File: config.mk
export PLATFORM = sky130hd
export DESIGN_NAME = crossbar_feeder_flat
export DESIGN_NICKNAME = d
export VERILOG_FILES = /design/src/rtl/crossbar_feeder_pkg.sv /design/src/rtl/crossbar_feeder_if.sv /design/src/rtl/crossbar_feeder_fifo.sv /design/src/rtl/crossbar_feeder.sv /design/src/flat_wrapper.sv
export SDC_FILE = /design/constraint.sdc
export NUM_CORES = 1
export LEC_CHECK = 0
export BUFFER_PORTS_ARGS = -buffer_cell sky130_fd_sc_hd__buf_2
export CORE_ASPECT_RATIO = 0.6
export CORE_MARGIN = 2
export CORE_UTILIZATION = 60
export CTS_CLUSTER_DIAMETER = 50
export DETAILED_ROUTE_END_ITERATION = 12
export PLACE_DENSITY = 0.86
export SYNTH_ARGS = -nofsm -noshare
export SYNTH_HDL_FRONTEND = slang
export SYNTH_SLANG_ARGS = --single-unit
File: constraint.sdc
create_clock -name clk -period 4.5 [get_ports clk]
set_input_delay 0.675 -clock clk [delete_from_list [all_inputs] [get_ports clk]]
set_output_delay 0.675 -clock clk [all_outputs]
set_load 0.005 [all_outputs]
File: src/rtl/crossbar_feeder_pkg.sv
// crossbar_feeder_pkg: lane/control widths and FSM states shared with the crossbar.
package crossbar_feeder_pkg;
    localparam int LANE_W = 4;
    localparam int CTRL_W = 5;
    typedef enum logic [1:0] {IDLE, STREAM, SWEEP} state_t;
endpackage

File: src/rtl/crossbar_feeder_if.sv
// crossbar_feeder_if: upstream word handshake plus registered crossbar lanes.
interface crossbar_feeder_if #(
    parameter int DW = crossbar_feeder_pkg::LANE_W,
    parameter int CW = crossbar_feeder_pkg::CTRL_W
);
    logic          s_valid;
    logic          s_ready;
    logic [4*DW-1:0] s_data;
    logic [CW-1:0] s_control;
    logic [DW-1:0] xb_in1, xb_in2, xb_in3, xb_in4;
    logic [CW-1:0] xb_control;
    logic          xb_valid;
    logic          m_ready;
    modport master (
        input  s_valid, s_data, s_control, m_ready,
        output s_ready, xb_in1, xb_in2, xb_in3, xb_in4, xb_control, xb_valid
    );
    modport slave (
        output s_valid, s_data, s_control, m_ready,
        input  s_ready, xb_in1, xb_in2, xb_in3, xb_in4, xb_control, xb_valid
    );
endinterface

File: src/rtl/crossbar_feeder_fifo.sv
// crossbar_feeder_fifo: synchronous FIFO; an empty FIFO reads through its write data.
module crossbar_feeder_fifo #(
    parameter int DEPTH = 4,
    parameter int W = 21,
    localparam int AW = $clog2(DEPTH)
) (
    input  logic          clk,
    input  logic          rst,
    input  logic          push,
    input  logic          pop,
    input  logic [W-1:0]  wr_data,
    output logic [W-1:0]  rd_data,
    output logic          full,
    output logic          empty,
    output logic [AW:0]   count
);
    logic [W-1:0]  mem [DEPTH];
    logic [AW-1:0] wp, rp;
    assign full = count == (AW+1)'(DEPTH);
    assign empty = count == '0;
    // push+pop on an empty FIFO hands the incoming word straight to the reader
    assign rd_data = empty ? wr_data : mem[rp];
    always_ff @(posedge clk)
        if (push) mem[wp] <= wr_data;
    always_ff @(posedge clk or posedge rst)
        if (rst) begin
            wp <= '0;
            rp <= '0;
            count <= '0;
        end else begin
            wp <= wp + AW'(push);
            rp <= rp + AW'(pop);
            count <= count + (AW+1)'(push) - (AW+1)'(pop);
        end
endmodule

File: src/rtl/crossbar_feeder.sv
// crossbar_feeder: queues routing words for a crossbar and can sweep every control value.
module crossbar_feeder
    import crossbar_feeder_pkg::*;
#(
    parameter int DEPTH = 4,
    parameter int DW = LANE_W,
    parameter int CW = CTRL_W
) (
    input  logic                       clk,
    input  logic                       rst,
    crossbar_feeder_if.master          bus,
    input  logic                       sweep_start,
    input  logic [4*DW-1:0]            sweep_data,
    output logic                       sweep_busy,
    output logic [$clog2(DEPTH):0]     fifo_count
);
    state_t state, state_n;
    logic push, pop, xfer, full, empty, load, sweep_go;
    logic [CW+4*DW-1:0] head;
    crossbar_feeder_fifo #(.DEPTH(DEPTH), .W(CW+4*DW)) u_fifo (
        .clk(clk), .rst(rst), .push(push), .pop(pop),
        .wr_data({bus.s_control, bus.s_data}), .rd_data(head),
        .full(full), .empty(empty), .count(fifo_count)
    );
    assign bus.s_ready = !full && state != SWEEP && !rst;
    assign push = bus.s_valid && bus.s_ready;
    assign xfer = bus.xb_valid && bus.m_ready;
    assign load = state != SWEEP && (!bus.xb_valid || bus.m_ready) && (!empty || push);
    assign pop = load;
    assign sweep_go = state == IDLE && sweep_start && !bus.s_valid;
    assign sweep_busy = state == SWEEP;
    always_ff @(posedge clk or posedge rst)
        if (rst) state <= IDLE;
        else state <= state_n;
    always_comb begin
        state_n = state;
        case (state)
            IDLE:    state_n = push ? STREAM : sweep_go ? SWEEP : IDLE;
            STREAM:  state_n = (xfer && empty && !push) ? IDLE : STREAM;
            SWEEP:   state_n = (xfer && bus.xb_control == '1) ? IDLE : SWEEP;
            default: state_n = IDLE;
        endcase
    end
    always_ff @(posedge clk or posedge rst)
        if (rst) begin
            {bus.xb_control, bus.xb_in4, bus.xb_in3, bus.xb_in2, bus.xb_in1} <= '0;
            bus.xb_valid <= 1'b0;
        end else if (load) begin
            {bus.xb_control, bus.xb_in4, bus.xb_in3, bus.xb_in2, bus.xb_in1} <= head;
            bus.xb_valid <= 1'b1;
        end else if (sweep_go) begin
            {bus.xb_in4, bus.xb_in3, bus.xb_in2, bus.xb_in1} <= sweep_data;
            bus.xb_control <= '0;
            bus.xb_valid <= 1'b1;
        end else if (state == SWEEP && xfer) begin
            // the last control value ends the sweep rather than wrapping
            if (bus.xb_control == '1) bus.xb_valid <= 1'b0;
            else bus.xb_control <= bus.xb_control + 1'b1;
        end else if (xfer) begin
            bus.xb_valid <= 1'b0;
        end
endmodule
File: src/flat_wrapper.sv
// flat-port wrapper written by rule: the top's interface ports become plain ports
module crossbar_feeder_flat import crossbar_feeder_pkg::*;
#(
    parameter int DEPTH = 4,
    parameter int DW = LANE_W,
    parameter int CW = CTRL_W
)
  (clk, rst, sweep_start, sweep_data, sweep_busy, fifo_count, bus_s_valid, bus_s_data, bus_s_control, bus_m_ready, bus_s_ready, bus_xb_in1, bus_xb_in2, bus_xb_in3, bus_xb_in4, bus_xb_control, bus_xb_valid);
  crossbar_feeder_if #(.DW(DW), .CW(CW)) bus_i ();
  input  logic clk;
  input  logic rst;
  input  logic sweep_start;
  input  logic [4*DW-1:0] sweep_data;
  output logic sweep_busy;
  output logic [$clog2(DEPTH):0] fifo_count;
  input wire logic [$bits(bus_i.s_valid)-1:0] bus_s_valid;
  input wire logic [$bits(bus_i.s_data)-1:0] bus_s_data;
  input wire logic [$bits(bus_i.s_control)-1:0] bus_s_control;
  input wire logic [$bits(bus_i.m_ready)-1:0] bus_m_ready;
  output wire logic [$bits(bus_i.s_ready)-1:0] bus_s_ready;
  output wire logic [$bits(bus_i.xb_in1)-1:0] bus_xb_in1;
  output wire logic [$bits(bus_i.xb_in2)-1:0] bus_xb_in2;
  output wire logic [$bits(bus_i.xb_in3)-1:0] bus_xb_in3;
  output wire logic [$bits(bus_i.xb_in4)-1:0] bus_xb_in4;
  output wire logic [$bits(bus_i.xb_control)-1:0] bus_xb_control;
  output wire logic [$bits(bus_i.xb_valid)-1:0] bus_xb_valid;
  assign bus_i.s_valid = bus_s_valid;
  assign bus_i.s_data = bus_s_data;
  assign bus_i.s_control = bus_s_control;
  assign bus_i.m_ready = bus_m_ready;
  assign bus_s_ready = bus_i.s_ready;
  assign bus_xb_in1 = bus_i.xb_in1;
  assign bus_xb_in2 = bus_i.xb_in2;
  assign bus_xb_in3 = bus_i.xb_in3;
  assign bus_xb_in4 = bus_i.xb_in4;
  assign bus_xb_control = bus_i.xb_control;
  assign bus_xb_valid = bus_i.xb_valid;
  crossbar_feeder #(.DEPTH(DEPTH), .DW(DW), .CW(CW)) u_core (.clk(clk), .rst(rst), .bus(bus_i), .sweep_start(sweep_start), .sweep_data(sweep_data), .sweep_busy(sweep_busy), .fifo_count(fifo_count));
endmodule
* Word level (Yosys, flattened, before mapping)
Memory sizes are Yosys's and may differ from the RTL's.
Cells that the tools add are included.
** Cells by class
- Mux-type cells :: 25
- Add/subtract/negate cells :: 5
- Reductions and logical operators :: 27
- Eq/ne operators :: 7
** Operators by type and width (count)
- $mux 4 :: 8
- $mux 21 :: 1
- $mux 5 :: 4
- $logic_and 1x1->1 :: 12
- $mux 1 :: 8
- $logic_not 1->1 :: 6
- $mux 2 :: 3
- $pmux 2 s3 :: 1
- $add 5x1->5 const B :: 1
- $eq 5x5->1 const B :: 1
- $add 2x1->2 :: 2
- $ne 4x2->1 const B :: 1
- $reduce_and 2->1 :: 2
- $reduce_bool 4->1 :: 1
- $add 3x1->3 :: 1
- $eq 3x3->1 const B :: 1
- $logic_not 3->1 :: 1
- $ne 3x2->1 const B :: 1
- $reduce_bool 3->1 :: 1
- $sub 3x1->3 :: 1
- $eq 2x1->1 const B :: 1
- $eq 2x2->1 const B :: 1
- $logic_not 2->1 :: 1
- $logic_or 1x1->1 :: 2
- 2 further kinds :: 2
** Storage, ports and cells
- Input bits :: 42
- Register bits :: 31
- RAM bits :: 84
- Memories kept :: 1
- Logic and storage cells :: 75
- Output and inout bits :: 27
** Memory list
- u_core.u_fifo.mem :: words 4, bits a word 21, read ports 1, clocked after Yosys merged registers in 0, wr ports 1, RTL line crossbar_feeder_fifo.sv:17 : logic [W-1:0] mem [DEPTH];

* Longest topological paths before layout
Gate-level depths: netlist of the first run.
- Word-level depth :: 9
- Depth in mapped cells :: 14
- Gate-level depth less buffers :: 11

* Modules after synthesis
From an unflattened synthesis of the first run, not the netlist that was laid out.
** Second synthesis, totals
- Cells, all modules :: 277
- Area, all modules :: 4850.9 sq um
** By module, submodules not included
- crossbar_feeder_fifo :: seq. area each 2697.6 sq um, times used 1, area an instance 3623.5 sq um, cells an instance 160
- crossbar_feeder :: seq. area each 600.6 sq um, times used 1, area an instance 1227.4 sq um, cells an instance 117

* Worst setup path after synthesis of the first run
OpenSTA, ideal clock, no wires.
- Kind :: input port to flip-flop
- Start :: input bus_s_valid
- End :: memory u_core.u_fifo.mem[1][0] (enable)
- Path buffers :: 0
- Arrival time :: 2.625 ns
- Setup slack :: 1.445 ns
- Library setup time :: 0.430 ns
- Stages :: 3
- Cells stage by stage :: nor2b_1 -> nand3_4 -> nor3b_1
** Between the ends
- Word-level cells in the longest chain between the ends :: 3
** RTL lines
- start, declared :: RTL line flat_wrapper.sv:16 : input wire logic [$bits(bus_i.s_valid)-1:0] bus_s_valid;
- $logic_and 1x1->1 :: RTL line crossbar_feeder.sv:26 : assign push = bus.s_valid && bus.s_ready;
- $mux 1 :: RTL line crossbar_feeder_fifo.sv:24 : if (push) mem[wp] <= wr_data;
- $mux 1 (implied by the code) :: RTL line crossbar_feeder_fifo.sv:24
- end, declared :: RTL line crossbar_feeder_fifo.sv:17
Every way passes these cells.

* Worst setup path after layout of the first run
- Start :: register u_core.state[0]
- End :: register u_core.u_fifo.count[2]
** Between the ends
- Word-level cells in the longest chain between the ends :: 7
** RTL lines
- start, declared :: RTL line crossbar_feeder.sv:17 : state_t state, state_n;
- start signal, assigned :: RTL line crossbar_feeder.sv:34 : else state <= state_n;
- $ne 2x2->1 * :: RTL line crossbar_feeder.sv:25, crossbar_feeder.sv:28
- branches (longest 5 deep; another with $add 3x1->3)
- $sub 3x1->3 * :: RTL line crossbar_feeder_fifo.sv:33 : count <= count + (AW+1)'(push) - (AW+1)'(pop);
- end signal, assigned :: RTL line crossbar_feeder_fifo.sv:33
- end, declared :: RTL line crossbar_feeder_fifo.sv:15 : output logic [AW:0] count
Every way passes the cells marked *.
A chain may end at the register's enable or synchronous reset.

==> results of run 1 <==
## layer usage
layer,routed length (um),vias to the layer above,share of wire (%)
li1,-,1401,-
met1,4723,1625,42
met2,5434,182,48
met3,1019,20,9.0
met4,179,0,1.6
met5,0,-,0
## final timing paths
check,startpoint,to,depth (start not counted)
worst min register to register,u_core.state[1]$_DFF_PP0_,u_core.state[0]$_DFF_PP0_,1
max in group asynchronous,rst,u_core.bus.xb_in2[1]$_DFFE_PP0P_,3
worst max-delay path,u_core.state[0]$_DFF_PP0_,u_core.u_fifo.count[2]$_DFF_PP0_,11
worst max register to register,u_core.state[0]$_DFF_PP0_,u_core.u_fifo.count[2]$_DFF_PP0_,11
min in group clk,bus_s_data[13],u_core.u_fifo.mem[2][13]$_DFFE_PP_,1
worst min-delay path,rst,u_core.bus.xb_in1[3]$_DFFE_PP0P_,3
## area by class of cell
cell class	count	area [um^2]	area share (%)
sequential	115	3298	55.44
multi-input combinational	187	1440	24.21
clock buffer	21	470.5	7.907
timing repair buffer	75	392.9	6.604
clock inverter	11	180.2	3.028
tap	108	135.1	2.271
inverter	8	32.53	0.5468
## logic make-up after synthesis
| family | count (synthesis) |
|---|---|
| AOI/OAI and AO/OA | 32 |
| and+or+nand+nor | 123 |
| muxes | 21 |
| xor gates and xnor gates | 4 |
| DFF | 115 |
| buffers and inverters | 25 |
| adders and majority gates | 7 |
## cell usage in the layout (no fill, tap or decap), types with 2 or more instances in the layout
cell type,count
mux4_2,21
nand2_1,72
nor3_1,3
o22a_1,2
nor3_2,2
a31oi_1,17
nand4_1,2
clkbuf_8,3
clkbuf_16,17
and3_1,22
xnor2_1,2
or3_1,2
nand3_1,6
a311oi_1,2
buf_2,68
nand2b_1,2
o21ai_0,2
inv_1,6
buf_4,7
clkinv_2,6
dfrtp_1,31
nor2_1,4
xor2_1,2
a21oi_1,4
edfxtp_1,84
ha_1,6
bufinv_16,5
## worst register-to-register path: cells and delay by family (launching register included)
kind / cells / cell delay [ns]
XOR/XNOR: 2 / 0.36
AO/OA/AOI/OAI: 1 / 0.27
buffers and inverters: 3 / 0.33
adder cells (fa/ha/maj): 3 / 0.79
AND/OR/NAND/NOR: 2 / 0.58
flip-flops: 1 / 0.38
## flip-flops by register name, summed over array words and instances, names as in the netlist
signal / flops
u_core.bus.xb_valid: 1
u_core.state: 2
u_core.bus.xb_in4: 4
u_core.u_fifo.wp: 2
u_core.bus.xb_in1: 4
u_core.bus.xb_in3: 4
u_core.bus.xb_control: 5
u_core.u_fifo.mem: 84
u_core.u_fifo.count: 3
u_core.u_fifo.rp: 2
u_core.bus.xb_in2: 4
## power groups by stage
| stage | Clock (mW) | Combinational, mW | Sequential [mW] |
|---|---|---|---|
| floorplan | 0 | 0.0507 | 1.20 |
| global placement | 0 | 0.115 | 1.20 |
| detailed placement | 0 | 0.119 | 1.20 |
| CTS | 1.48 | 0.119 | 1.18 |
| global route | 1.53 | 0.132 | 1.19 |
| finish | 1.47 | 0.119 | 1.18 |
## per-stage QoR
stage | utilization (%) | hold slack [ns]
floorplan | - | 0.4368
global placement | 67.49 | 0.4731
detailed placement | 67.49 | 0.4836
CTS | 75.78 | 0.3760
global route | 75.78 | 0.4267
finish | 75.78 | 0.3714
==> impl_results.html, run 1 <==
<table>
<tr><th>Metric</th><th>Value</th></tr>
<tr><th colspan="2">Status</th></tr>
<tr><td>Result of the run</td><td>finished, final reports clean</td></tr>
<tr><th colspan="2">Clocking</th></tr>
<tr><td>Total clock sinks</td><td>115</td></tr>
<tr><td>Cts hold-fix bufs</td><td>0</td></tr>
<tr><td>Number of buffers created by CTS</td><td>17</td></tr>
<tr><td>Buffer cell driving the clock tree root</td><td>clkbuf_16</td></tr>
<tr><td>Number of buffers between clock root and the deepest sink</td><td>2</td></tr>
<tr><td>Worst-Skew Late Latency</td><td>0.42 ns</td></tr>
<tr><td>Number of levels in the clock H-tree</td><td>4</td></tr>
<tr><td>CTS tree</td><td>built</td></tr>
<tr><td>CTS clock-pin slew for the worst setup and hold paths</td><td>~0.05 ns</td></tr>
<tr><td>CTS-repair resized insts</td><td>0</td></tr>
<tr><td>Setup repair bufs after CTS</td><td>0</td></tr>
<tr><th colspan="2">Timing</th></tr>
<tr><td>Final sum of negative setup slack</td><td>0 ns</td></tr>
<tr><td>Fmax</td><td>0.3573 GHz</td></tr>
<tr><td>Setup repair after global routing missed its margin</td><td>no</td></tr>
<tr><td>Crit path time final</td><td>2.799 ns</td></tr>
<tr><td>Number of hold-slack violations in the final timing report</td><td>0</td></tr>
<tr><td>Pin slew with the least headroom to its limit</td><td>1.234 ns</td></tr>
<tr><td>Final number of max-transition violations</td><td>0</td></tr>
<tr><td>Setup slack of the critical path after layout</td><td>between 1.5 and 2 ns</td></tr>
<tr><td>Relative slew margins</td><td>around 18%</td></tr>
<tr><td>Worst-case clock skew</td><td>0.007717 ns</td></tr>
<tr><td>Period Utilization, post-route</td><td>62.19%</td></tr>
<tr><td>Setup violation total in the final timing report</td><td>0</td></tr>
<tr><th colspan="2">Worst setup path</th></tr>
<tr><td>Type of element launching the critical path</td><td>flip-flop</td></tr>
<tr><td>Worst Path Arrival</td><td>3.13 ns</td></tr>
<tr><td>Crit path largest cell delay</td><td>0.38 ns</td></tr>
<tr><td>Critical-path cell with the highest stage delay</td><td>dfrtp_1</td></tr>
<tr><td>Largest fanout on the critical path</td><td>23</td></tr>
<tr><td>Class of the most critical setup path</td><td>flip-flop to flip-flop</td></tr>
<tr><td>Type of destination of the critical path</td><td>flip-flop</td></tr>
<tr><td>Crit-path cells</td><td>nand2b_1 &gt; nand3_4 &gt; a21o_1 &gt; inv_4 &gt; ha_1 &gt; inv_1 &gt; ha_1 &gt; inv_1 &gt; fa_1 &gt; xnor2_1 &gt; xnor2_1</td></tr>
<tr><td>Worst path top cell family by delay</td><td>adder cells</td></tr>
<tr><td>Required time of the worst setup path</td><td>4.83 ns</td></tr>
<tr><td>Critical path buffer and inverter count</td><td>3</td></tr>
<tr><td>Worst-case register-to-register setup slack</td><td>1.70 ns</td></tr>
<tr><th colspan="2">Global routing</th></tr>
<tr><td>Met1 global-route usage</td><td>approximately two fifths</td></tr>
<tr><td>Via count of the first global-routing pass</td><td>between 3000 and 4000</td></tr>
<tr><td>Pin count of the biggest net entering global routing</td><td>33</td></tr>
<tr><td>GRT Overall Usage</td><td>28.48%</td></tr>
<tr><td>Met2 track utilization from global routing</td><td>44.57%</td></tr>
<tr><td>Global-route wire length before repair</td><td>17680 um</td></tr>
<tr><td>Met3 track demand over resource in global routing</td><td>7.609%</td></tr>
<tr><td>Global route total overflow</td><td>0</td></tr>
<tr><td>Top Usage Layer GRT</td><td>met2</td></tr>
<tr><td>Number of antenna violations at the first check in global routing</td><td>0</td></tr>
<tr><th colspan="2">Logic synthesis</th></tr>
<tr><td>Synth Area in Compound Gates</td><td>4.628%</td></tr>
<tr><td>Adder and majority gate portion of the synthesized area</td><td>1.965%</td></tr>
<tr><td>Mapped Area</td><td>~4800 um^2</td></tr>
<tr><td>Mapped Cells</td><td>between 300 and 400</td></tr>
<tr><td>Leading post-synthesis cells by instance count</td><td>84 x edfxtp_1, 72 x nand2_1, 31 x dfrtp_1</td></tr>
<tr><td>Mean Syn Cell Area</td><td>14.80 um^2</td></tr>
<tr><td>Top cells by area in the synthesized netlist</td><td>edfxtp_1 52%, dfrtp_1 16%, mux4_2 9.8%</td></tr>
<tr><td>Netlist cell types</td><td>39</td></tr>
<tr><td>Most frequently used flop master after synthesis</td><td>edfxtp_1</td></tr>
<tr><td>Synth Area in Simple Gates</td><td>12.18%</td></tr>
<tr><td>Nets in the synthesized netlist</td><td>between 300 and 400</td></tr>
<tr><td>Sequential element share of the synthesized area</td><td>68.15%</td></tr>
<tr><td>Leading cell type by number of instances after synthesis</td><td>edfxtp_1</td></tr>
<tr><td>Dominant combinational cell family by area after synthesis</td><td>simple AND/OR/NAND/NOR gates</td></tr>
<tr><td>Post-synthesis xor/xnor area fraction</td><td>0.7239%</td></tr>
<tr><td>Multiplexer area fraction after synthesis</td><td>9.772%</td></tr>
<tr><td>Flops &amp; latches, synth</td><td>115</td></tr>
<tr><td>Yosys warning total</td><td>0</td></tr>
<tr><td>Cell type with the largest total area after synthesis</td><td>edfxtp_1</td></tr>
<tr><td>Number of synthesized flops with an enable pin</td><td>84</td></tr>
<tr><td>Post-synthesis async set-or-reset flop share</td><td>26.96%</td></tr>
<tr><td>Share of Yosys cell area claimed by the top area cell type</td><td>roughly 52%</td></tr>
<tr><th colspan="2">Pwr</th></tr>
<tr><td>Worst supply voltage drop on vdd</td><td>0.3459 mV</td></tr>
<tr><td>Relative contribution of sequential cells to total power</td><td>42.7%</td></tr>
<tr><td>Leakage dissipation</td><td>2.433 nW</td></tr>
<tr><td>Ratio of total power to cell area</td><td>about 470 nW/um^2</td></tr>
<tr><td>Combinational group share of total power</td><td>4.3%</td></tr>
<tr><td>Switch Pwr</td><td>0.5371 mW</td></tr>
<tr><td>Int Power</td><td>roughly 2.2 mW</td></tr>
<tr><td>Clock network fraction of total power</td><td>53.0%</td></tr>
<tr><td>Post-route total power</td><td>~2.8 mW</td></tr>
<tr><td>Switching part of the total</td><td>19.35%</td></tr>
<tr><th colspan="2">Die</th></tr>
<tr><td>Area of the placeable core</td><td>7851 um^2</td></tr>
<tr><td>Overall die area</td><td>8824 um^2</td></tr>
<tr><td>Number of I/O pins</td><td>69</td></tr>
<tr><td>Chip Height</td><td>73.57 um</td></tr>
<tr><td>Starting density of the core</td><td>61.64%</td></tr>
<tr><td>Site Rows</td><td>25</td></tr>
<tr><td>Die boundary width</td><td>119.9 um</td></tr>
<tr><th colspan="2">Layout</th></tr>
<tr><td>Antenna diode count</td><td>0</td></tr>
<tr><td>Filler cell count in the final layout</td><td>494</td></tr>
<tr><td>Area grow syn2layout</td><td>22.93%</td></tr>
<tr><td>Post-Layout Cell Count</td><td>525</td></tr>
<tr><td>Fin nets</td><td>453</td></tr>
<tr><td>Area of all placed cells without fillers</td><td>approximately 6000 um^2</td></tr>
<tr><td>Proportion of layout cells with a drive suffix above 1</td><td>33.33%</td></tr>
<tr><th colspan="2">Drt</th></tr>
<tr><td>Drt wl/cell</td><td>21.63 um</td></tr>
<tr><td>Vias per Instance</td><td>about 6.1</td></tr>
<tr><td>Remaining antenna violation count</td><td>0</td></tr>
<tr><td>Count of TritonRoute iterations in the first routing pass</td><td>5</td></tr>
<tr><td>Drt initial violations</td><td>324</td></tr>
<tr><td>Count of vias placed by the detailed router</td><td>3228</td></tr>
<tr><td>Total wirelength of the detailed-routed design</td><td>11360 um</td></tr>
<tr><td>DRC errors left</td><td>0</td></tr>
<tr><th colspan="2">Placed design</th></tr>
<tr><td>Total cell area at the placement stage</td><td>~5300 um^2</td></tr>
<tr><td>Worst setup slack before clock tree synthesis</td><td>1.529 ns</td></tr>
<tr><td>Gp weighted congestion</td><td>0.8775</td></tr>
<tr><td>Post-DP HPWL</td><td>6805 um</td></tr>
<tr><td>Number of buffers added on ports</td><td>roughly 70</td></tr>
<tr><td>DP Cell Count</td><td>493</td></tr>
<tr><th colspan="2">Job</th></tr>
<tr><td>Max capacitance violation total</td><td>0</td></tr>
<tr><th colspan="2">Min path</th></tr>
<tr><td>Class of the worst hold path</td><td>primary input to async pin</td></tr>
</table>
Power figures use the tool's default switching activity.
==> run 2, diff against run 1 <==
CORE_UTILIZATION = 51   (was 60)
PLACE_DENSITY = 0.78   (was 0.86)
clock period = 2.3 ns   (was 4.5 ns; I/O delays follow)
==> run 2 against run 1 <==
Via count shrank 3.3%. Critical path depth is the same. Count of clock-buffer cells in the layout grew 3. Global-route usage shrank 4.6 points. Combinational power grew 97%. Die area grew 17%. Setup slack lost 1.6 ns. Fmax grew 25%. Hold slack lost 0.30 ns. Power grew 76%. Register-to-register slack lost 1.6 ns. Highest routed layer unchanged.
==> impl_results.html, run 2 (synthesis results as in run 1) <==
<table>
<tr><th>Metric</th><th>Value</th></tr>
<tr><th colspan="2">Status</th></tr>
<tr><td>Result of the run</td><td>finished, final reports clean (unchanged)</td></tr>
<tr><th colspan="2">Drt</th></tr>
<tr><td>Drt initial violations</td><td>333 (was 324)</td></tr>
<tr><td>Total wirelength of the detailed-routed design</td><td>11070 um (was 11360 um)</td></tr>
<tr><td>Count of vias placed by the detailed router</td><td>3120 (was 3228)</td></tr>
<tr><td>Vias per Instance</td><td>5.542 (was 6.149)</td></tr>
<tr><td>Count of TritonRoute iterations in the first routing pass</td><td>4 (was 5)</td></tr>
<tr><td>Remaining antenna violation count</td><td>0 (unchanged)</td></tr>
<tr><td>Drt wl/cell</td><td>19.66 um (was 21.63 um)</td></tr>
<tr><td>DRC errors left</td><td>0 (unchanged)</td></tr>
<tr><th colspan="2">Layout</th></tr>
<tr><td>Antenna diode count</td><td>0 (unchanged)</td></tr>
<tr><td>Filler cell count in the final layout</td><td>667 (was 494)</td></tr>
<tr><td>Proportion of layout cells with a drive suffix above 1</td><td>35.80% (was 33.33%)</td></tr>
<tr><td>Number of flip-flops in the largest register</td><td>84 (unchanged)</td></tr>
<tr><td>Reg with most FFs</td><td>u_core.u_fifo.mem (unchanged)</td></tr>
<tr><td>Area grow syn2layout</td><td>24.69% (was 22.93%)</td></tr>
<tr><td>Top flop regs</td><td>u_core.u_fifo.mem: 84 flops, u_core.bus.xb_control: 5 flops (unchanged)</td></tr>
<tr><td>Most used cells in the layout excluding fill and tap cells</td><td>84 x edfxtp_1, 72 x nand2_1, 68 x buf_2, 30 x dfrtp_1 (was 84 x edfxtp_1, 72 x nand2_1, 68 x buf_2, 31 x dfrtp_1, 22 x and3_1)</td></tr>
<tr><td>Storage cell area</td><td>3299 um^2 (was 3298 um^2)</td></tr>
<tr><td>Most common library cell in the layout ignoring fill and taps</td><td>edfxtp_1 (unchanged)</td></tr>
<tr><td>Fin nets</td><td>469 (was 453)</td></tr>
<tr><td>Area of the multi-input gates</td><td>1488 um^2 (was 1440 um^2)</td></tr>
<tr><th colspan="2">Worst setup path</th></tr>
<tr><td>Type of destination of the critical path</td><td>flip-flop (unchanged)</td></tr>
<tr><td>Class of the most critical setup path</td><td>flip-flop to flip-flop (unchanged)</td></tr>
<tr><td>Largest fanout on the critical path</td><td>2 (was 23)</td></tr>
<tr><td>Worst Path Arrival</td><td>2.51 ns (was 3.13 ns)</td></tr>
<tr><td>Type of element launching the critical path</td><td>flip-flop (unchanged)</td></tr>
<tr><td>Required time of the worst setup path</td><td>2.58 ns (was 4.83 ns)</td></tr>
<tr><th colspan="2">Clocking</th></tr>
<tr><td>Setup repair bufs after CTS</td><td>0 (unchanged)</td></tr>
<tr><td>CTS-repair resized insts</td><td>0 (unchanged)</td></tr>
<tr><td>Number of levels in the clock H-tree</td><td>4 (unchanged)</td></tr>
<tr><td>Buffer cell driving the clock tree root</td><td>clkbuf_16 (unchanged)</td></tr>
<tr><td>CTS clock-pin slew for the worst setup and hold paths</td><td>0.05 ns (about the same)</td></tr>
<tr><td>CTS tree</td><td>built (unchanged)</td></tr>
<tr><td>Cts hold-fix bufs</td><td>0 (unchanged)</td></tr>
<tr><td>Number of buffers between clock root and the deepest sink</td><td>2 (unchanged)</td></tr>
<tr><td>Worst-Skew Late Latency</td><td>0.41 ns (was 0.42 ns)</td></tr>
<tr><td>Number of buffers created by CTS</td><td>17 (unchanged)</td></tr>
<tr><td>Total clock sinks</td><td>115 (unchanged)</td></tr>
<tr><th colspan="2">Timing</th></tr>
<tr><td>Relative slew margins</td><td>65.75% (was 17.68%)</td></tr>
<tr><td>Pin slew with the least headroom to its limit</td><td>0.5099 ns (was 1.234 ns)</td></tr>
<tr><td>Final number of max-transition violations</td><td>0 (unchanged)</td></tr>
<tr><td>Setup repair after global routing missed its margin</td><td>yes (was no)</td></tr>
<tr><td>Period Utilization, post-route</td><td>96.99% (was 62.19%)</td></tr>
<tr><td>Number of hold-slack violations in the final timing report</td><td>0 (unchanged)</td></tr>
<tr><td>Fmax</td><td>0.4483 GHz (was 0.3573 GHz)</td></tr>
<tr><td>Setup slack of the critical path after layout</td><td>0.06914 ns (was 1.701 ns)</td></tr>
<tr><td>Worst-case clock skew</td><td>0.007815 ns (was 0.007717 ns)</td></tr>
<tr><td>Crit path time final</td><td>2.231 ns (was 2.799 ns)</td></tr>
<tr><td>Setup violation total in the final timing report</td><td>0 (unchanged)</td></tr>
<tr><td>Final sum of negative setup slack</td><td>0 ns (unchanged)</td></tr>
<tr><th colspan="2">Placed design</th></tr>
<tr><td>Number of buffers added on ports</td><td>68 (unchanged)</td></tr>
<tr><td>Post-DP HPWL</td><td>6893 um (was 6805 um)</td></tr>
<tr><td>Worst setup slack before clock tree synthesis</td><td>0.03113 ns (was 1.529 ns)</td></tr>
<tr><td>Gp weighted congestion</td><td>0.7441 (was 0.8775)</td></tr>
<tr><th colspan="2">Die</th></tr>
<tr><td>Overall die area</td><td>10310 um^2 (was 8824 um^2)</td></tr>
<tr><td>Number of I/O pins</td><td>69 (unchanged)</td></tr>
<tr><td>Die boundary width</td><td>129.8 um (was 119.9 um)</td></tr>
<tr><td>Chip Height</td><td>79.46 um (was 73.57 um)</td></tr>
<tr><td>Area of the placeable core</td><td>9189 um^2 (was 7851 um^2)</td></tr>
<tr><td>Site Rows</td><td>27 (was 25)</td></tr>
<tr><td>Starting density of the core</td><td>52.67% (was 61.64%)</td></tr>
<tr><th colspan="2">Global routing</th></tr>
<tr><td>Via count of the first global-routing pass</td><td>3212 (was 3248)</td></tr>
<tr><td>Global-route wire length before repair</td><td>17510 um (was 17680 um)</td></tr>
<tr><td>Pin count of the biggest net entering global routing</td><td>32 (was 33)</td></tr>
<tr><td>Global route total overflow</td><td>0 (unchanged)</td></tr>
<tr><td>Number of antenna violations at the first check in global routing</td><td>0 (unchanged)</td></tr>
<tr><td>GRT Overall Usage</td><td>23.89% (was 28.48%)</td></tr>
<tr><th colspan="2">Pwr</th></tr>
<tr><td>Leakage dissipation</td><td>2.437 nW (was 2.433 nW)</td></tr>
<tr><td>Ratio of total power to cell area</td><td>810.8 nW/um^2 (was 466.5 nW/um^2)</td></tr>
<tr><td>Worst supply voltage drop on vdd</td><td>0.6551 mV (was 0.3459 mV)</td></tr>
<tr><th colspan="2">Min path</th></tr>
<tr><td>Class of the worst hold path</td><td>primary input to async pin (unchanged)</td></tr>
<tr><th colspan="2">Job</th></tr>
<tr><td>Max capacitance violation total</td><td>0 (unchanged)</td></tr>
</table>
run 2: cell count changes in the layout (fill, tap and decap cells not counted), sizes merged:
cell | before | now
bufinv | 5 | 1
clkbuf | 21 | 24
clkinvlp | 0 | 1
buf | 75 | 91
run 2: stage by stage:
stage	instances	area (um^2)	hold slack [ns]	power, mW	util (%)
2_1_floorplan	327	4886	0.4368	2.453	-
3_3_place_gp	531	5508	0.4779	2.568	59.94
3_5_place_dp	531	5508	0.4901	2.586	59.94
4_1_cts	563	6035	0.07013	4.937	65.67
5_1_grt	563	6035	0.1292	5.062	65.67
6_report	563	6035	0.07291	4.893	65.67
run 2: area by class of cell:
class | instances | share of cell area (%)
inverter | 8 | 0.5391
multi-input combinational | 187 | 24.65
clock inverter | 8 | 1.078
sequential | 115 | 54.68
clock buffer | 24 | 7.651
tap | 130 | 2.695
timing repair buffer | 91 | 8.708
run 2: where the power goes:
group          switching, mW  total, mW  internal (mW)
Combinational          0.119      0.234          0.115
Sequential            0.0420       2.32           2.27
Clock                  0.848       2.34           1.49
run 2: per-layer routing:
layer	up-vias	part of all wire (%)	global-route usage (%)	wire (um)
met1	1532	43	33.89	4788
met2	155	47	35.34	5166
li1	1428	-	-	-
met4	0	0.46	8.280	51
met5	-	0	0	0
met3	5	9.6	7.574	1061
run 2: worst paths after layout:
kind / start / end / slack [ns] / cells after the start
min in group clk: bus_s_data[5] / u_core.u_fifo.mem[2][5]$_DFFE_PP_ / 0.18 / 1
hold / removal: rst / u_core.bus.xb_in4[3]$_DFFE_PP0P_ / 0.07 / 3
setup reg to reg: u_core.u_fifo.count[0]$_DFF_PP0_ / u_core.u_fifo.count[2]$_DFF_PP0_ / 0.07 / 11
setup / recovery: u_core.u_fifo.count[0]$_DFF_PP0_ / u_core.u_fifo.count[2]$_DFF_PP0_ / 0.07 / 11
max in group asynchronous: rst / u_core.u_fifo.count[1]$_DFF_PP0_ / 1.89 / 3
hold reg to reg: u_core.state[1]$_DFF_PP0_ / u_core.state[0]$_DFF_PP0_ / 0.50 / 1
run 2: critical path: stages (launching register included):
cell and delay (ns):
dfrtp_1 0.38, or3b_4 0.42, nand3_4 0.07, a21o_1 0.17, inv_4 0.05, ha_4 0.21, inv_2 0.05, ha_4 0.11
inv_2 0.03, fa_2 0.35, xnor2_2 0.15, xnor2_1 0.13
==> run 3, diff against run 2 <==
ABC_AREA = 1   (was not set)
CORE_UTILIZATION = 52   (was 51)
PLACE_DENSITY = 0.72   (was 0.78)
==> run 3 against run 2 <==
Count of clock-buffer cells in the layout up 1. Cell count up 31%. Via count up 25%. Core utilization up 0.27 points. Combinational power rose to 3.0 times the previous value. Hold slack worse by 0.047 ns. Sequential share of layout area down 1.2 points. Clock power about the same. Synthesized cell count up 57%. Setup slack better by 0.11 ns. Die area up 3.3%. First-iteration DRC count down 6.6%.
==> impl_results.html, run 3 <==
<table>
<tr><th>Metric</th><th>Value</th></tr>
<tr><th colspan="2">Placed design</th></tr>
<tr><td>Gp weighted congestion</td><td>0.8343 (was 0.7441)</td></tr>
<tr><td>Total cell area at the placement stage</td><td>5628 um^2 (was 5508 um^2)</td></tr>
<tr><td>Post-DP HPWL</td><td>7220 um (was 6893 um)</td></tr>
<tr><td>Worst setup slack before clock tree synthesis</td><td>0.1174 ns (was 0.03113 ns)</td></tr>
<tr><td>DP Cell Count</td><td>704 (was 531)</td></tr>
<tr><td>Number of buffers added on ports</td><td>68 (unchanged)</td></tr>
<tr><th colspan="2">Logic synthesis</th></tr>
<tr><td>Yosys warning total</td><td>0 (unchanged)</td></tr>
<tr><td>Cell type with the largest total area after synthesis</td><td>edfxtp_1 (unchanged)</td></tr>
<tr><td>Mapped Area</td><td>5102 um^2 (was 4840 um^2)</td></tr>
<tr><td>Nets in the synthesized netlist</td><td>563 (was 376)</td></tr>
<tr><td>Mapped Cells</td><td>514 (was 327)</td></tr>
<tr><td>Share of Yosys cell area claimed by the top area cell type</td><td>49.44% (was 52.12%)</td></tr>
<tr><td>Leading cell type by number of instances after synthesis</td><td>nand2_1 (was edfxtp_1)</td></tr>
<tr><td>Netlist cell types</td><td>27 (was 39)</td></tr>
<tr><td>Post-synthesis async set-or-reset flop share</td><td>26.96% (unchanged)</td></tr>
<tr><td>Sequential element share of the synthesized area</td><td>64.64% (was 68.15%)</td></tr>
<tr><td>Most frequently used flop master after synthesis</td><td>edfxtp_1 (unchanged)</td></tr>
<tr><td>Flops &amp; latches, synth</td><td>115 (unchanged)</td></tr>
<tr><td>Mean Syn Cell Area</td><td>9.927 um^2 (was 14.80 um^2)</td></tr>
<tr><td>Number of synthesized flops with an enable pin</td><td>84 (unchanged)</td></tr>
<tr><td>Leading post-synthesis cells by instance count</td><td>180 x nand2_1, 84 x edfxtp_1, 55 x nor2_1 (was 84 x edfxtp_1, 72 x nand2_1, 31 x dfrtp_1)</td></tr>
<tr><td>Top cells by area in the synthesized netlist</td><td>edfxtp_1 49%, dfrtp_1 15%, nand2_1 13% (was edfxtp_1 52%, dfrtp_1 16%, mux4_2 9.8%)</td></tr>
<tr><th colspan="2">Global routing</th></tr>
<tr><td>Global route total overflow</td><td>0 (unchanged)</td></tr>
<tr><td>Global-route wire length before repair</td><td>18960 um (was 17510 um)</td></tr>
<tr><td>GRT Overall Usage</td><td>23.85% (was 23.89%)</td></tr>
<tr><td>Number of antenna violations at the first check in global routing</td><td>2 (was 0)</td></tr>
<tr><td>Via count of the first global-routing pass</td><td>3742 (was 3212)</td></tr>
<tr><td>Pin count of the biggest net entering global routing</td><td>44 (was 32)</td></tr>
<tr><th colspan="2">Layout</th></tr>
<tr><td>Most used cells in the layout excluding fill and tap cells</td><td>179 x nand2_1, 84 x edfxtp_1, 68 x buf_2, 54 x nor2_1, 41 x o21ai_0 (was 84 x edfxtp_1, 72 x nand2_1, 68 x buf_2, 30 x dfrtp_1)</td></tr>
<tr><td>Most common library cell in the layout ignoring fill and taps</td><td>nand2_1 (was edfxtp_1)</td></tr>
<tr><td>Reg with most FFs</td><td>u_core.u_fifo.mem (unchanged)</td></tr>
<tr><td>Area grow syn2layout</td><td>20.94% (was 24.69%)</td></tr>
<tr><td>Proportion of layout cells with a drive suffix above 1</td><td>20.92% (was 35.80%)</td></tr>
<tr><td>Post-Layout Cell Count</td><td>738 (was 563)</td></tr>
<tr><td>Top flop regs</td><td>u_core.u_fifo.mem: 84 flops, u_core.bus.xb_control: 5 flops (unchanged)</td></tr>
<tr><td>Number of flip-flops in the largest register</td><td>84 (unchanged)</td></tr>
<tr><td>Area of all placed cells without fillers</td><td>6171 um^2 (was 6035 um^2)</td></tr>
<tr><td>Fin nets</td><td>643 (was 469)</td></tr>
<tr><th colspan="2">Die</th></tr>
<tr><td>Area of the placeable core</td><td>9358 um^2 (was 9189 um^2)</td></tr>
<tr><td>Site Rows</td><td>27 (unchanged)</td></tr>
<tr><td>Number of I/O pins</td><td>69 (unchanged)</td></tr>
<tr><td>Die boundary width</td><td>131.9 um (was 129.8 um)</td></tr>
<tr><td>Chip Height</td><td>80.73 um (was 79.46 um)</td></tr>
<tr><td>Overall die area</td><td>10650 um^2 (was 10310 um^2)</td></tr>
<tr><td>Starting density of the core</td><td>54.53% (was 52.67%)</td></tr>
<tr><th colspan="2">Drt</th></tr>
<tr><td>Remaining antenna violation count</td><td>0 (unchanged)</td></tr>
<tr><td>Vias per Instance</td><td>5.276 (was 5.542)</td></tr>
<tr><td>Drt initial violations</td><td>311 (was 333)</td></tr>
<tr><td>Total wirelength of the detailed-routed design</td><td>11730 um (was 11070 um)</td></tr>
<tr><td>Count of TritonRoute iterations in the first routing pass</td><td>5 (was 4)</td></tr>
<tr><td>DRC errors left</td><td>0 (unchanged)</td></tr>
<tr><td>Drt wl/cell</td><td>15.90 um (was 19.66 um)</td></tr>
<tr><td>Count of vias placed by the detailed router</td><td>3894 (was 3120)</td></tr>
<tr><th colspan="2">Timing</th></tr>
<tr><td>Setup repair after global routing missed its margin</td><td>no (was yes)</td></tr>
<tr><td>Final number of max-transition violations</td><td>0 (unchanged)</td></tr>
<tr><td>Pin slew with the least headroom to its limit</td><td>0.6613 ns (was 0.5099 ns)</td></tr>
<tr><td>Setup slack of the critical path after layout</td><td>0.1839 ns (was 0.06914 ns)</td></tr>
<tr><td>Period Utilization, post-route</td><td>92.00% (was 96.99%)</td></tr>
<tr><td>Relative slew margins</td><td>55.85% (was 65.75%)</td></tr>
<tr><td>Fmax</td><td>0.4726 GHz (was 0.4483 GHz)</td></tr>
<tr><td>Crit path time final</td><td>2.116 ns (was 2.231 ns)</td></tr>
<tr><td>Setup violation total in the final timing report</td><td>0 (unchanged)</td></tr>
<tr><td>Number of hold-slack violations in the final timing report</td><td>0 (unchanged)</td></tr>
<tr><td>Worst-case clock skew</td><td>0.008271 ns (was 0.007815 ns)</td></tr>
<tr><th colspan="2">Status</th></tr>
<tr><td>Result of the run</td><td>finished, final reports clean (unchanged)</td></tr>
<tr><th colspan="2">Worst setup path</th></tr>
<tr><td>Worst-case register-to-register setup slack</td><td>0.18 ns (was 0.07 ns)</td></tr>
<tr><td>Type of destination of the critical path</td><td>flip-flop (unchanged)</td></tr>
<tr><td>Class of the most critical setup path</td><td>flip-flop to flip-flop (unchanged)</td></tr>
<tr><td>Largest fanout on the critical path</td><td>4 (was 2)</td></tr>
<tr><td>Type of element launching the critical path</td><td>flip-flop (unchanged)</td></tr>
<tr><td>Worst Path Arrival</td><td>2.40 ns (was 2.51 ns)</td></tr>
<tr><td>Setup crit start</td><td>u_core.state[1]$_DFF_PP0_ (was u_core.u_fifo.count[0]$_DFF_PP0_)</td></tr>
<tr><td>Worst reg2reg path endpoint</td><td>u_core.u_fifo.count[2]$_DFF_PP0_ (unchanged)</td></tr>
<tr><td>Logic depth of the worst register-to-register path</td><td>10 (was 11)</td></tr>
<tr><td>Required time of the worst setup path</td><td>2.58 ns (about the same)</td></tr>
<tr><td>Launch point of the worst reg-to-reg path</td><td>u_core.state[1]$_DFF_PP0_ (was u_core.u_fifo.count[0]$_DFF_PP0_)</td></tr>
<tr><th colspan="2">Clocking</th></tr>
<tr><td>Worst-Skew Late Latency</td><td>0.41 ns (about the same)</td></tr>
<tr><td>Number of buffers between clock root and the deepest sink</td><td>2 (unchanged)</td></tr>
<tr><td>CTS clock-pin slew for the worst setup and hold paths</td><td>0.05 ns (about the same)</td></tr>
<tr><td>Total clock sinks</td><td>115 (unchanged)</td></tr>
<tr><td>Number of levels in the clock H-tree</td><td>4 (unchanged)</td></tr>
<tr><td>Cts hold-fix bufs</td><td>0 (unchanged)</td></tr>
<tr><td>Buffer cell driving the clock tree root</td><td>clkbuf_16 (unchanged)</td></tr>
<tr><td>Number of buffers created by CTS</td><td>17 (unchanged)</td></tr>
<tr><td>CTS tree</td><td>built (unchanged)</td></tr>
<tr><th colspan="2">Pwr</th></tr>
<tr><td>Worst supply voltage drop on vdd</td><td>0.5437 mV (was 0.6551 mV)</td></tr>
<tr><td>Leakage dissipation</td><td>2.775 nW (was 2.437 nW)</td></tr>
<tr><td>Ratio of total power to cell area</td><td>876.9 nW/um^2 (was 810.8 nW/um^2)</td></tr>
<tr><td>Post-route total power</td><td>5.411 mW (was 4.893 mW)</td></tr>
<tr><th colspan="2">Job</th></tr>
<tr><td>Max capacitance violation total</td><td>0 (unchanged)</td></tr>
<tr><th colspan="2">Min path</th></tr>
<tr><td>Class of the worst hold path</td><td>primary input to async pin (unchanged)</td></tr>
</table>
## run 3: what timing repair did
action	in CTS	in global routing
resized for setup	0	1
buffers inserted	0	1
setup endpoints to repair	0	1
## run 3: how the worst max path moves through the flow
stage / end / slack, ns / cells after the start
floorplan: u_core.u_fifo.mem[0][0]$_DFFE_PP_ / -0.31 / 3
global placement: u_core.u_fifo.count[2]$_DFF_PP0_ / 0.19 / 11
detailed placement: u_core.u_fifo.count[2]$_DFF_PP0_ / 0.12 / 11
CTS: u_core.u_fifo.count[2]$_DFF_PP0_ / 0.15 / 11
global route: u_core.u_fifo.count[2]$_DFF_PP0_ / 0.002 / 10
finish: u_core.u_fifo.count[2]$_DFF_PP0_ / 0.18 / 10
## run 3: routing by layer
layer,GRT usage (%),routed length [um],up-vias
li1,-,-,1882
met1,32.37,5321,1836
met2,36.30,5289,168
met3,8.177,1032,8
met4,8.478,86,0
met5,0,0,-
## run 3: report_power, final
part | internal, mW | leakage [nW] | switching [mW]
sequential | 2.30 | 1.16 | 0.0754
clock | 1.50 | 0.263 | 0.846
combinational | 0.246 | 1.35 | 0.450
## run 3: kinds of logic (layout without fill, tap and decap cells)
family / count (synthesis) / after routing / share of synthesized area (%)
fa+ha+maj: 7 / 7 / 1.864
compound gates: 54 / 54 / 5.640
xor+xnor: 4 / 4 / 0.6867
flops: 115 / 115 / 64.64
other cells: 0 / 1 / 0
buf+inv: 47 / 140 / 4.242
simple gates: 287 / 287 / 22.93
## run 3: final cells by class
type | count | area, um^2
Timing Repair Buffer | 84 | 460.4
Antenna cell | 1 | 2.502
Multi-Input combinational cell | 352 | 1630
Sequential cell | 115 | 3299
Clock inverter | 7 | 60.06
Tap cell | 130 | 162.7
Inverter | 24 | 90.09
Clock buffer | 25 | 465.4
Fill cell | 737 | 3187
## run 3: stage by stage
step,utilization (%),setup TNS (ns),hold WS (ns)
2_1_floorplan,-,-26.15,0.4439
3_3_place_gp,60.14,0,0.4481
3_5_place_dp,60.14,0,0.4593
4_1_cts,65.76,0,0.02663
5_1_grt,65.92,0,0.06117
6_report,65.94,0,0.02628
## run 3: worst max-delay path, stage by stage (launching register included)
cell and delay (ns):
dfrtp_1 0.43, a21oi_4 0.16, nand3_4 0.11, a21oi_4 0.16, ha_1 0.23, inv_1 0.05
ha_1 0.13, inv_1 0.05, fa_2 0.37, xnor2_2 0.14, xor2_1 0.15
